$ cat src/rtl/arilla_bus_arbiter.sv
// Purpose: two-requester arbiter for one arilla bus segment (hart path = m0, debug SBA = m1).
// Latency: the bus access happens in the ack cycle; read data returns ReadLatency cycles later.
// Backpressure: a requester holds read/write until its ack; a losing requester simply sees ack low.
//
// Ports:
//   clk, rst_n                 clock, asynchronous active-low reset
//   mN_read/mN_write           request strobes (N = 0,1), held until mN_ack
//   mN_address/byte_enable/wdata  access attributes, muxed onto the bus for the winner
//   mN_lock                    keep ownership after this access (atomic sequences)
//   mN_ack                     request accepted and performed this cycle
//   mN_rvalid/mN_rdata         returned read data for requester N (rdata mirrors bus_rdata)
//   bus_*                      shared bus strobes, address, byte enables, write data, read data
//   busy                       a read is in flight or a lock is held
module arilla_bus_arbiter #(
  parameter int AddressWidth  = 30,
  parameter int DataWidth     = 32,
  parameter int ReadLatency   = 1,
  parameter int FixedPriority = 0,
  parameter int MaxBurst      = 4
) (
  input  logic                     clk,
  input  logic                     rst_n,
  input  logic                     m0_read,
  input  logic                     m0_write,
  input  logic [AddressWidth-1:0]  m0_address,
  input  logic [DataWidth/8-1:0]   m0_byte_enable,
  input  logic [DataWidth-1:0]     m0_wdata,
  input  logic                     m0_lock,
  output logic                     m0_ack,
  output logic                     m0_rvalid,
  output logic [DataWidth-1:0]     m0_rdata,
  input  logic                     m1_read,
  input  logic                     m1_write,
  input  logic [AddressWidth-1:0]  m1_address,
  input  logic [DataWidth/8-1:0]   m1_byte_enable,
  input  logic [DataWidth-1:0]     m1_wdata,
  input  logic                     m1_lock,
  output logic                     m1_ack,
  output logic                     m1_rvalid,
  output logic [DataWidth-1:0]     m1_rdata,
  output logic                     bus_read,
  output logic                     bus_write,
  output logic [AddressWidth-1:0]  bus_address,
  output logic [DataWidth/8-1:0]   bus_byte_enable,
  output logic [DataWidth-1:0]     bus_wdata,
  input  logic [DataWidth-1:0]     bus_rdata,
  output logic                     busy
);

  localparam logic [3:0] BurstMax = 4'(MaxBurst);

  typedef enum logic [1:0] {
    IDLE = 2'd0,
    OWN0 = 2'd1,
    OWN1 = 2'd2
  } state_t;

  state_t                 state_q, state_d;
  logic                   rr_ptr_q, rr_ptr_d;   // last winner
  logic [3:0]             burst_q, burst_d;
  logic                   lock_q, lock_d;       // owner's lock from its last grant
  logic [ReadLatency-1:0] tag_vld_q, tag_id_q;

  logic req0, req1;
  logic gnt_vld, gnt_id;
  logic own_id, own_req, peer_req, own_lock, blocked;

  assign req0     = m0_read | m0_write;
  assign req1     = m1_read | m1_write;
  assign own_id   = (state_q == OWN1);
  assign own_req  = own_id ? req1 : req0;
  assign peer_req = own_id ? req0 : req1;
  assign own_lock = own_id ? m1_lock : m0_lock;
  // A locked owner is never forced to yield.
  assign blocked  = (burst_q == BurstMax) && peer_req && !lock_q;

  always_comb begin
    gnt_vld  = 1'b0;
    gnt_id   = 1'b0;
    state_d  = state_q;
    rr_ptr_d = rr_ptr_q;
    burst_d  = burst_q;
    lock_d   = lock_q;
    case (state_q)
      IDLE: begin
        if (req0 || req1) begin
          gnt_vld = 1'b1;
          if (req0 && req1) begin
            gnt_id = (FixedPriority != 0) ? 1'b0 : ~rr_ptr_q;
          end else begin
            gnt_id = req1;
          end
        end
      end
      OWN0, OWN1: begin
        if (own_req && !blocked) begin
          gnt_vld = 1'b1;
          gnt_id  = own_id;
        end else if (own_req) begin
          gnt_vld = 1'b1;
          gnt_id  = ~own_id;
        end else if (lock_q && own_lock) begin
          // Owner idles but still asserts lock: hold the bus, grant nobody.
          gnt_vld = 1'b0;
        end else if (peer_req) begin
          // Owner idle with lock low releases immediately to a waiting peer.
          gnt_vld = 1'b1;
          gnt_id  = ~own_id;
        end else begin
          state_d = IDLE;
          lock_d  = 1'b0;
        end
      end
      default: state_d = IDLE;
    endcase

    // No grant may leak onto the bus while reset is asserted.
    if (!rst_n) begin
      gnt_vld = 1'b0;
    end

    if (gnt_vld) begin
      state_d  = gnt_id ? OWN1 : OWN0;
      rr_ptr_d = gnt_id;
      lock_d   = gnt_id ? m1_lock : m0_lock;
      if ((state_q != IDLE) && (own_id == gnt_id)) begin
        burst_d = (burst_q >= BurstMax) ? BurstMax : burst_q + 4'd1;
      end else begin
        burst_d = 4'd1;
      end
    end
  end

  assign m0_ack = gnt_vld & ~gnt_id;
  assign m1_ack = gnt_vld &  gnt_id;

  always_comb begin
    bus_read        = 1'b0;
    bus_write       = 1'b0;
    bus_address     = '0;
    bus_byte_enable = '0;
    bus_wdata       = '0;
    if (m0_ack) begin
      bus_read        = m0_read;
      bus_write       = m0_write;
      bus_address     = m0_address;
      bus_byte_enable = m0_byte_enable;
      bus_wdata       = m0_wdata;
    end else if (m1_ack) begin
      bus_read        = m1_read;
      bus_write       = m1_write;
      bus_address     = m1_address;
      bus_byte_enable = m1_byte_enable;
      bus_wdata       = m1_wdata;
    end
  end

  always_ff @(posedge clk or negedge rst_n) begin
    if (!rst_n) begin
      state_q   <= IDLE;
      rr_ptr_q  <= 1'b0;
      burst_q   <= 4'd0;
      lock_q    <= 1'b0;
      tag_vld_q <= '0;
      tag_id_q  <= '0;
    end else begin
      state_q      <= state_d;
      rr_ptr_q     <= rr_ptr_d;
      burst_q      <= burst_d;
      lock_q       <= lock_d;
      // Tag pipeline: stage 0 captures the read granted this cycle.
      tag_vld_q[0] <= gnt_vld & (gnt_id ? m1_read : m0_read);
      tag_id_q[0]  <= gnt_id;
      for (int i = ReadLatency - 1; i > 0; i--) begin
        tag_vld_q[i] <= tag_vld_q[i-1];
        tag_id_q[i]  <= tag_id_q[i-1];
      end
    end
  end

  assign m0_rvalid = tag_vld_q[ReadLatency-1] & ~tag_id_q[ReadLatency-1];
  assign m1_rvalid = tag_vld_q[ReadLatency-1] &  tag_id_q[ReadLatency-1];
  assign m0_rdata  = bus_rdata;
  assign m1_rdata  = bus_rdata;
  assign busy      = (|tag_vld_q) | lock_q;

endmodule

$ cat config.mk
export PLATFORM = sky130hd
export DESIGN_NAME = arilla_bus_arbiter
export DESIGN_NICKNAME = d
export VERILOG_FILES = /design/src/rtl/arilla_bus_arbiter.sv
export SDC_FILE = /design/constraint.sdc
export NUM_CORES = 1
export LEC_CHECK = 0
export ABC_AREA = 1
export CAP_MARGIN = 20
export CELL_PAD_IN_SITES_DETAIL_PLACEMENT = 1
export CELL_PAD_IN_SITES_GLOBAL_PLACEMENT = 2
export CORE_MARGIN = 2
export CORE_UTILIZATION = 10
export CTS_BUF_LIST = sky130_fd_sc_hd__clkbuf_8
export DETAILED_ROUTE_END_ITERATION = 8
export GPL_TIMING_DRIVEN = 0
export PLACE_DENSITY = 0.95
export SLEW_MARGIN = 30
export SYNTH_ARGS = -nofsm -noshare
export SYNTH_HDL_FRONTEND = slang
export SYNTH_SLANG_ARGS = --single-unit
$ cat constraint.sdc
create_clock -name clk -period 2.6 [get_ports clk]
set_input_delay 0.52 -clock clk [delete_from_list [all_inputs] [get_ports clk]]
set_output_delay 0.52 -clock clk [all_outputs]
set_load 0.005 [all_outputs]
After elaboration in Yosys (flattened, before gate mapping) --
Index checks and enable logic that the tools add are counted.
Storage, ports and cells: register bits after elaboration 10, latch bits 0, memory bits (writable) 0, memory bits (read-only) 0, input bits 172, output and inout bits 137, word-level logic and storage cells 92, memories 0
Cells by class: add/subtract/negate cells 1, multipliers 0, divide/modulo/power cells 0, magnitude comparators 1, equal/unequal tests 13, shift operators 0, mux-type cells 44, bitwise operators 12, reductions and logical operators 15
Operator list (count):
- 32-bit 2-to-1 mux | 2
- 30-bit 2-to-1 mux | 2
- 1-bit 2-to-1 mux | 27
- 4-bit 2-to-1 mux | 4
- 2-bit 2-to-1 mux | 6
- 3-bit != test, second input constant | 4
- 2-bit != test, second input constant | 5
- 5-bit AND reduction | 2
- 1-bit logical AND | 6
- 1-bit AND | 5
- 4-bit by 1-bit adder with 4-bit output, second input constant | 1
- 4-bit by 3-bit equality test with 1-bit output, second input constant | 1
- 4-bit by 3-bit greater-or-equal comparator with 1-bit output, second input constant | 1
- 1-bit NOT | 4
- 1-bit case mux with 2 select lines | 2
- 2-bit case mux with 2 select lines | 1
- 2-bit nonzero test | 2
- 1-bit bitwise OR | 3
- 2-bit by 1-bit equality test with 1-bit output, second input constant | 1
- 2-bit equality test, second input constant | 1
- 1-bit zero test | 2
- 2-bit zero test | 1
- 2-bit OR reduction | 1
- 1-bit equality test | 1
- 1-bit logical OR | 1

Logic depth before layout (Yosys ltp) --
Gate-level depths: netlist (run 1).
word-level depth 12, depth in mapped cells 14, gate-level depth less buffers 13

Worst setup path after synthesis (run 1) --
Ideal clock, no wire load.
kind reg2out, start point reg state_q[0], end point out bus_read, arrival 1.775 ns, data required time 2.080 ns, path slack 0.305 ns, cell stages (with the launch flop) 14, path buffers 1, cell sequence dfrtp_1 inv_1 ha_1 inv_1 nor2_1 nor2_1 nand2_1 nand2_1 a21oi_2 inv_2 nor2_8 buf_6 nand2_1 nand2_1
Between the ends: word-level cells in the longest chain between the ends 12, elaborated cells on any way between the ends 29, those cells by class eq/ne (2); mux (16); bitwise (4); reduce/logical (7)
Ends and longest elaborated chain:
- from (decl) | line 58 | state_t state_q, state_d;
- from (signal assigned) | line 167 | state_q <= state_d;
- parallel branches: the longest is 11 deep, another holds 2-bit equality test
- 1-bit 2-to-1 mux (*) | line 143 | if (m0_ack) begin
- to (decl) | line 41 | output logic bus_read,
Every way passes the cells marked *.

Worst setup path in the final report (run 1) --
start point reg state_q[1], end point out bus_address[2]
Between the ends: word-level cells in the longest chain between the ends 12, elaborated cells on any way between the ends 29, those cells by class eq/ne (2); mux (16); bitwise (4); reduce/logical (7)
Ends and longest elaborated chain:
- parallel branches: the longest is 11 deep, another holds 30-bit 2-to-1 mux
- 30-bit 2-to-1 mux (*) | line 143
- to (decl) | line 43 | output logic [AddressWidth-1:0] bus_address,
Marks and branches as above.

==> impl_metrics.env, run 1 <==
export IMPL_status="finished, violations left"
export IMPL_violations="negative setup slack"
export IMPL_place_hpwl_mm=11.8
export IMPL_clkSlewWorstSetupHoldPaths_ps=50
export IMPL_synth_top_cell_area_share=0.277
export IMPL_post_route_cells_drive_above_1_share=0.479
export IMPL_die_x_um=153
export IMPL_syn_inst=397
export IMPL_power_density_nw_per_um2=909
export IMPL_critPathCapture="bus_address[2]"
export IMPL_cts_tree="yes"
export IMPL_cts_htree_levels=1
export IMPL_avgSynthCellArea_sq_um=5.56
export IMPL_gp_congestion=0.749
export IMPL_r2r_end="lock_q"
export IMPL_dieArea_sq_um=23300
export IMPL_r2r_slack_ps=430
export IMPL_synth_seq_cells=10
export IMPL_vdd_drop_max_mv=0.296
export IMPL_grt_pass1_vias=4152
export IMPL_grt_max_degree=12
export IMPL_grt_pass1_wl_mm=23.3
export IMPL_insertion_delay_ps=240
export IMPL_antenna_cells=0
export IMPL_yosysUniqueCellTypes=22
export IMPL_area_growth_pct=196
export IMPL_crit_required_ps=2080
export IMPL_layout_common_cells="clkdlybuf4s50_1, buf_4, nand2_1"
export IMPL_postCtsHoldBufs=0
export IMPL_overflow=0
export IMPL_slew_violations=0
export IMPL_hold_violations=0
export IMPL_ys_warn_count=0
export IMPL_rsz0062_at_grt="yes"
export IMPL_cts_root_buf="clkbuf_8"
export IMPL_cts_buffers=3
export IMPL_detail_route_vias_per_cell=3.77
export IMPL_final_common_cell="clkdlybuf4s50_1"
export IMPL_critPathMaxFanout=6
export IMPL_rows=54
export IMPL_clockBufferDepth=2
export IMPL_die_y_um=153
export IMPL_fin_crit_ps=2840
export IMPL_drc=0
export IMPL_maxSlewHeadroom=0.679
export IMPL_worstMarginPinSlew_ps=481
export IMPL_nNetsFinal=920
export IMPL_num_io_pins=309
export IMPL_setup_tns_ps=-12020
export IMPL_power_mw=5.93
export IMPL_cp_arrival_ps=2320
export IMPL_clock_sink_count=10
export IMPL_syn_area_sq_um=2210
export IMPL_ant_nets=0
export IMPL_setup_viol=69
export IMPL_rr_startpoint="state_q[1]"
export IMPL_start_util=0.102
export IMPL_syn_num_nets=575
export IMPL_critPathLaunch="state_q[1]"
export IMPL_setup_ws_ps=-236
export IMPL_vias=3851
export IMPL_port_buffers=276
export IMPL_drt_total_wl_mm=15.9
export IMPL_hp_class="input port to asynchronous set/reset pin"
export IMPL_grt_usage=0.126
export IMPL_fin_util=0.300
export IMPL_critPathKind="flip-flop to primary output"
export IMPL_fillers=2617
export IMPL_startpoint_type="flip-flop"
export IMPL_skew_ps=6.12
export IMPL_antenna_found_initial=1
export IMPL_design_area_sq_um=6530
export IMPL_ff2ff_path_depth=13
export IMPL_drt_iter0_drc=100
export IMPL_seq_area_frac_synth=0.113
export IMPL_fmaxAchievable_mhz=353
export IMPL_wire_per_inst_um=15.5
export IMPL_cap_viol_max_count=0
export IMPL_yosysTopAreaCell="nand2_1"
export IMPL_dpl_instance_area_sq_um=5320
export IMPL_finalCritPeriodShare=1.09
export IMPL_dr_pass1_iters=4
export IMPL_fp_coreArea_sq_um=21800
export IMPL_cp_end_kind="primary output"
export IMPL_leakagePower_nw=3.16
export IMPL_synth_area_leaders="nand2_1, buf_4, nand3_1"
[final cells by class]
type	instances	area, sq um	share of cell area
inverter	23	91.3	0.0140
timing repair buffer	342	3200	0.490
buffer	83	785	0.120
multi-input combinational	279	1800	0.276
clock buffer	4	55.1	0.00843
tap	280	350	0.0536
sequential	10	251	0.0385
[timing repair]
item | in CTS | in global routing
hold endpoints to repair | 0 | 0
resized for setup | 448 | 103
buffers inserted | 47 | 16
pin swaps | 38 | 48
gates cloned | 7 | 4
setup endpoints to repair | 70 | 70
[worst min path at each step]
stage                           from    endpoint  slack (ps)  cells after the start
after floorplan                rst_n  burst_q[0]         220                      0
after global placement    burst_q[2]  burst_q[2]         500                      2
after detailed placement      lock_q      lock_q         510                      2
after CTS                      rst_n  burst_q[1]         360                      1
after global routing           rst_n  burst_q[1]         360                      1
final                          rst_n  burst_q[1]         340                      1
[cells in the mapped netlist]
| cell | instances |
|---|---|
| buf_2 | 12 |
| inv_2 | 2 |
| nand2_2 | 1 |
| a21oi_1 | 1 |
| nand3_1 | 75 |
| buf_4 | 65 |
| o21ai_0 | 6 |
| buf_1 | 1 |
| o211ai_1 | 1 |
| nor2_1 | 19 |
| nor3b_1 | 1 |
| nand4_1 | 1 |
| nand2_1 | 163 |
| ha_1 | 6 |
| o21ai_1 | 1 |
| buf_6 | 7 |
| inv_1 | 21 |
| o21bai_1 | 1 |
| clkbuf_1 | 1 |
| nor2_8 | 1 |
| dfrtp_1 | 10 |
| a21oi_2 | 1 |
[stage by stage]
stage                     instances  setup slack, ps  hold slack, ps
after floorplan                 397              305             224
after global placement          953            -1020             495
after detailed placement        953            -1100             515
after CTS                      1010             -325             357
after global routing           1021             -363             363
final                          1021             -236             338
[per-layer routing]
metal / global-route usage / vias up / share of wire
met2: 0.249 / 196 / 0.54
li1: - / 1875 / -
met1: 0.140 / 1768 / 0.38
met5: 0 / - / 0
met3: 0.0199 / 12 / 0.062
met4: 0.0273 / 0 / 0.013
[power breakdown]
| group | switching [mW] | internal (mW) |
|---|---|---|
| logic | 2.56 | 2.91 |
| clock network | 0.0653 | 0.133 |
| registers | 0.0444 | 0.221 |
[sequential cells by signal (all words and copies together), names as in the netlist]
name	count
state_q	2
lock_q	1
burst_q	4
tag_vld_q	1
tag_id_q	1
rr_ptr_q	1
[worst max-delay path, cell delays in order, from the launching register on]
cell	delay (ps)
dfrtp_2	440
buf_4	150
buf_4	130
inv_2	90
ha_4	220
buf_4	150
nand3_4	80
nand2_4	80
nor2_8	130
buf_12	140
buf_8	120
buf_6	120
nand2_2	40
nand2_1	50
buf_2	120
[kinds of logic (layout without fill, tap and decap cells)]
logic type               count (synthesis)  after routing  synth area share
AND/OR/NAND/NOR                        261            262             0.497
buffers and inverters                  109            452             0.326
AO/OA/AOI/OAI                           11             11            0.0289
flip-flops                              10             10             0.113
adder cells (fa/ha/maj)                  6              6            0.0340
(Power assumes the default switching activity.)
==> inputs of run 2 (changes only) <==
- PLACE_DENSITY: 0.95 -> unset
- PLACE_DENSITY_LB_ADDON: unset -> 0.08
==> impl_metrics.env, run 2 (synthesized netlist as in run 1, its figures left out) <==
export IMPL_die_x_um=153
export IMPL_design_area_sq_um=6230
export IMPL_slowest_delay_ps=440
export IMPL_cp_end_kind="primary output"
export IMPL_cp_arrival_ps=2350
export IMPL_finalCritPeriodShare=1.11
export IMPL_top_regs="burst_q (4), state_q (2)"
export IMPL_drt_total_wl_mm=15.1
export IMPL_largest_register_ffs=4
export IMPL_dr_pass1_iters=4
export IMPL_setup_ws_ps=-273
export IMPL_nNetsFinal=906
export IMPL_antenna_found_initial=0
export IMPL_seq_area_sq_um=251
export IMPL_critPathKind="input port to primary output"
export IMPL_worstMarginPinSlew_ps=560
export IMPL_drc=0
export IMPL_clock_sink_count=10
export IMPL_slew_violations=0
export IMPL_num_io_pins=309
export IMPL_dpl_instance_area_sq_um=5320
export IMPL_grt_max_degree=12
export IMPL_start_util=0.102
export IMPL_violations="negative setup slack"
export IMPL_insertion_delay_ps=240
export IMPL_hold_violations=0
export IMPL_grt_usage=0.122
export IMPL_dieArea_sq_um=23300
export IMPL_pwr_share_comb=0.913
export IMPL_crit_required_ps=2080
export IMPL_layout_common_cells="clkdlybuf4s50_1, nand2_1, buf_4"
export IMPL_maxSlewHeadroom=0.627
export IMPL_skew_ps=2.53
export IMPL_power_frac_clock=0.037
export IMPL_hp_class="input port to asynchronous set/reset pin"
export IMPL_p_int_mw=2.90
export IMPL_switching_share=0.450
export IMPL_vdd_drop_max_mv=0.317
export IMPL_cap_viol_max_count=0
export IMPL_crit_buf_inv=8
export IMPL_fmaxAchievable_mhz=348
export IMPL_p_switching_mw=2.38
export IMPL_ant_nets=0
export IMPL_setup_viol=69
export IMPL_rsz0062_at_grt="yes"
export IMPL_fin_crit_ps=2870
export IMPL_wire_per_inst_um=15.0
export IMPL_regMostFlops="burst_q"
export IMPL_final_cells=1007
export IMPL_area_growth_pct=182
export IMPL_detail_route_vias_per_cell=3.67
export IMPL_vias=3692
export IMPL_critPathMaxFanout=5
export IMPL_power_mw=5.28
export IMPL_critPathTopFamily="buffers and inverters"
export IMPL_timing_critical_path_cells="clkdlybuf4s50_1, inv_2, nand2_4, nand2_4, nand2_2, nand2_2, nand2_2, a21oi_4, buf_6, buf_8, buf_12, buf_6, buf_6, nand3_2, nand2_2, buf_2"
export IMPL_pre_cts_ws_ps=-1120
export IMPL_postCtsHoldBufs=0
export IMPL_post_route_cells_drive_above_1_share=0.425
export IMPL_multi_input_comb_area_sq_um=1670
export IMPL_status="finished, violations left"
export IMPL_cts_tree="yes"
export IMPL_power_density_nw_per_um2=847
export IMPL_antenna_cells=0
export IMPL_fp_coreArea_sq_um=21800
export IMPL_final_common_cell="clkdlybuf4s50_1"
export IMPL_die_y_um=153
export IMPL_critPathMostFrequentCell="nand2_2"
export IMPL_fillers=2674
export IMPL_grt_pass1_wl_mm=23.1
export IMPL_clkSlewWorstSetupHoldPaths_ps=50
export IMPL_cpMaxStageDelayCell="clkdlybuf4s50_1"
export IMPL_cts_buffers=3
export IMPL_gp_congestion=0.770
export IMPL_grt_pass1_vias=3939
export IMPL_place_hpwl_mm=12.1
export IMPL_dp_cells=953
export IMPL_clockBufferDepth=2
export IMPL_seqPwrFrac=0.050
export IMPL_leakagePower_nw=3.08
export IMPL_cts_root_buf="clkbuf_8"
export IMPL_overflow=0
export IMPL_startpoint_type="input port"
export IMPL_cts_htree_levels=1
export IMPL_fin_util=0.286
export IMPL_rows=54
export IMPL_port_buffers=276
export IMPL_drt_iter0_drc=58
## run 2: path summary, 6_finish.rpt
kind | start | to | slack [ps] | depth (start not counted)
setup reg to reg | state_q[0] | rr_ptr_q | 380 | 16
setup / recovery | m1_lock | bus_address[5] | -270 | 16
min in group clk | burst_q[3] | burst_q[3] | 510 | 2
max in group asynchronous | rst_n | state_q[1] | 1820 | 1
hold / removal | rst_n | burst_q[3] | 380 | 1
hold reg to reg | burst_q[3] | burst_q[3] | 510 | 2
## run 2: per-stage QoR
step	setup TNS (ps)	hold WS [ps]
floorplan	0	224
global placement	-72620	492
detailed placement	-76080	511
CTS	-18040	385
global route	-23020	402
finish	-13630	378
## run 2: final cells by class
class | count | area share
inverter | 23 | 0.0151
multi-input combinational | 278 | 0.268
buffer | 84 | 0.122
timing repair buffer | 328 | 0.490
sequential | 10 | 0.0404
clock buffer | 4 | 0.00883
tap | 280 | 0.0562
## run 2: timing repair
action / CTS / global route
pin swaps: 32 / 44
endpoints found under the setup margin: 70 / 70
gates resized for setup: 390 / 106
buffers inserted: 44 / 8
gates cloned: 4 / 0
## run 2: metal layers
metal  part of all wire  vias to the layer above  global-route usage
met5                  0                        -                   0
li1                   -                     1837                   -
met4             0.0086                        0              0.0137
met1               0.39                     1673               0.142
met2               0.54                      172               0.239
met3              0.064                       10              0.0216
## run 2: power groups by stage
stage	logic, mW	registers, mW	clock network, mW
2_1_floorplan	1.59	0.252	0
3_3_place_gp	3.58	0.260	0
3_5_place_dp	3.59	0.262	0
4_1_cts	4.43	0.266	0.206
5_1_grt	5.29	0.273	0.214
6_report	4.82	0.265	0.196
==> RTL edit: new RTL, settings of run 1 <==
Make the reset (`rst_n`) synchronous in one clocked block. Comments in the files are not updated.
--- a/src/rtl/arilla_bus_arbiter.sv
+++ b/src/rtl/arilla_bus_arbiter.sv
@@ -155,7 +155,7 @@
     end
   end
 
-  always_ff @(posedge clk or negedge rst_n) begin
+  always_ff @(posedge clk) begin
     if (!rst_n) begin
       state_q   <= IDLE;
       rr_ptr_q  <= 1'b0;
Behaviour: differs if rst_n is asserted again (counterexample within 4 cycles, from zero or initial values and one cycle with rst_n low); with rst_n held inactive, the same outputs for 4 cycles.
==> RTL edit against run 1 <==
The flow still finishes with violations (setup timing); critical path depth is 2 higher; total power decreased by 34%; worst setup slack improved by 0.035 ns; die area down 4.7%; final area is 7.3% lower; sequential cell count unchanged; area after synthesis shrank 4.8%; via count is 9.1% lower; wire length is 19% lower; combinational power is 35% lower; clock power down 15%; clock skew decreased by 0.0039 ns; cell count down 3.3%; critical endpoint is now bus_address[3].
==> RTL edit: results (changes against run 1) <==
* Total Negative Setup Slacks: -9.50 ns (+2.52 ns)
- The startpoint identified for the worst register-to-register timing path is state_q[0]$_SDFFE_PN0P_.
* CP Max Fanout: 5 (-1)
- The checks that failed: setup timing.
- The floorplan row count is 53 (-1.9%).
- Global routing met3 resource utilization: 2.60% (+0.61 points)
* Number of distinct library cells after synthesis: 23 (+4.5%)
- Global-route total usage across every layer: 10.5% (-2.1 points)
- Run status: finished, violations left
- The clock buffer instance count of the final layout was 3 (-1).
- Sequential cell count of the final layout: 10 (unchanged)
- The endpoint identified for the worst register-to-register timing path is burst_q[1]$_SDFFE_PN0P_.
- The met2 wire length was 6970 um (-19%).
- After synthesis, the most frequently instantiated cells are sky130_fd_sc_hd__nand2_1, sky130_fd_sc_hd__buf_4, sky130_fd_sc_hd__inv_1.
- Leak: 3.01 nW (-4.8%)
- Ys async rst share: 0% (-100 points)
* Number of vias per cell: 3.55 (-6.0%)
- The area share of fa/ha/maj cells after synthesis is 3.57% (+0.17 points).
- Register-to-register setup slack: 0.61 ns (+0.18 ns)
* Fin nets: 892 (-3.0%)
* Number of DRC markers in iteration 0: 55 (-45%)
- The final setup slack of the worst path was -0.201 ns (+0.0348 ns).
* Proportion of cell area occupied by registers: 3.41% (-0.44 points)
- Worst reg-to-reg path cell count: 15 (+2)
- Total setup violations reported at the end of the flow: 69 (unchanged)
- The met2 usage in global routing was 20.4% (-4.6 points).
[RTL edit: cell count changes after synthesis, moves of 3 or more]
cell,delta
sky130_fd_sc_hd__nand3_1,-66
sky130_fd_sc_hd__nand2_1,+54
sky130_fd_sc_hd__nand2_2,+14
sky130_fd_sc_hd__dfrtp_1,-10
sky130_fd_sc_hd__dfxtp_1,+10
sky130_fd_sc_hd__nor2_1,-10
sky130_fd_sc_hd__a21oi_1,+4
sky130_fd_sc_hd__buf_6,-4
sky130_fd_sc_hd__inv_1,-4
sky130_fd_sc_hd__nand2_4,+3
[RTL edit: power groups by stage]
stage | Combinational (mW) | Clock [mW] | Sequential [mW]
floorplan | 1.09 | 0 | 0.218
global placement | 2.64 | 0 | 0.224
detailed placement | 2.65 | 0 | 0.224
CTS | 3.32 | 0.175 | 0.231
global route | 3.84 | 0.180 | 0.239
finish | 3.53 | 0.170 | 0.234
[RTL edit: what timing repair did]
item,CTS,global route
gates cloned,6,1
pin swaps,20,18
setup buffers,30,10
setup endpoints to repair,70,70
resized for setup,426,71
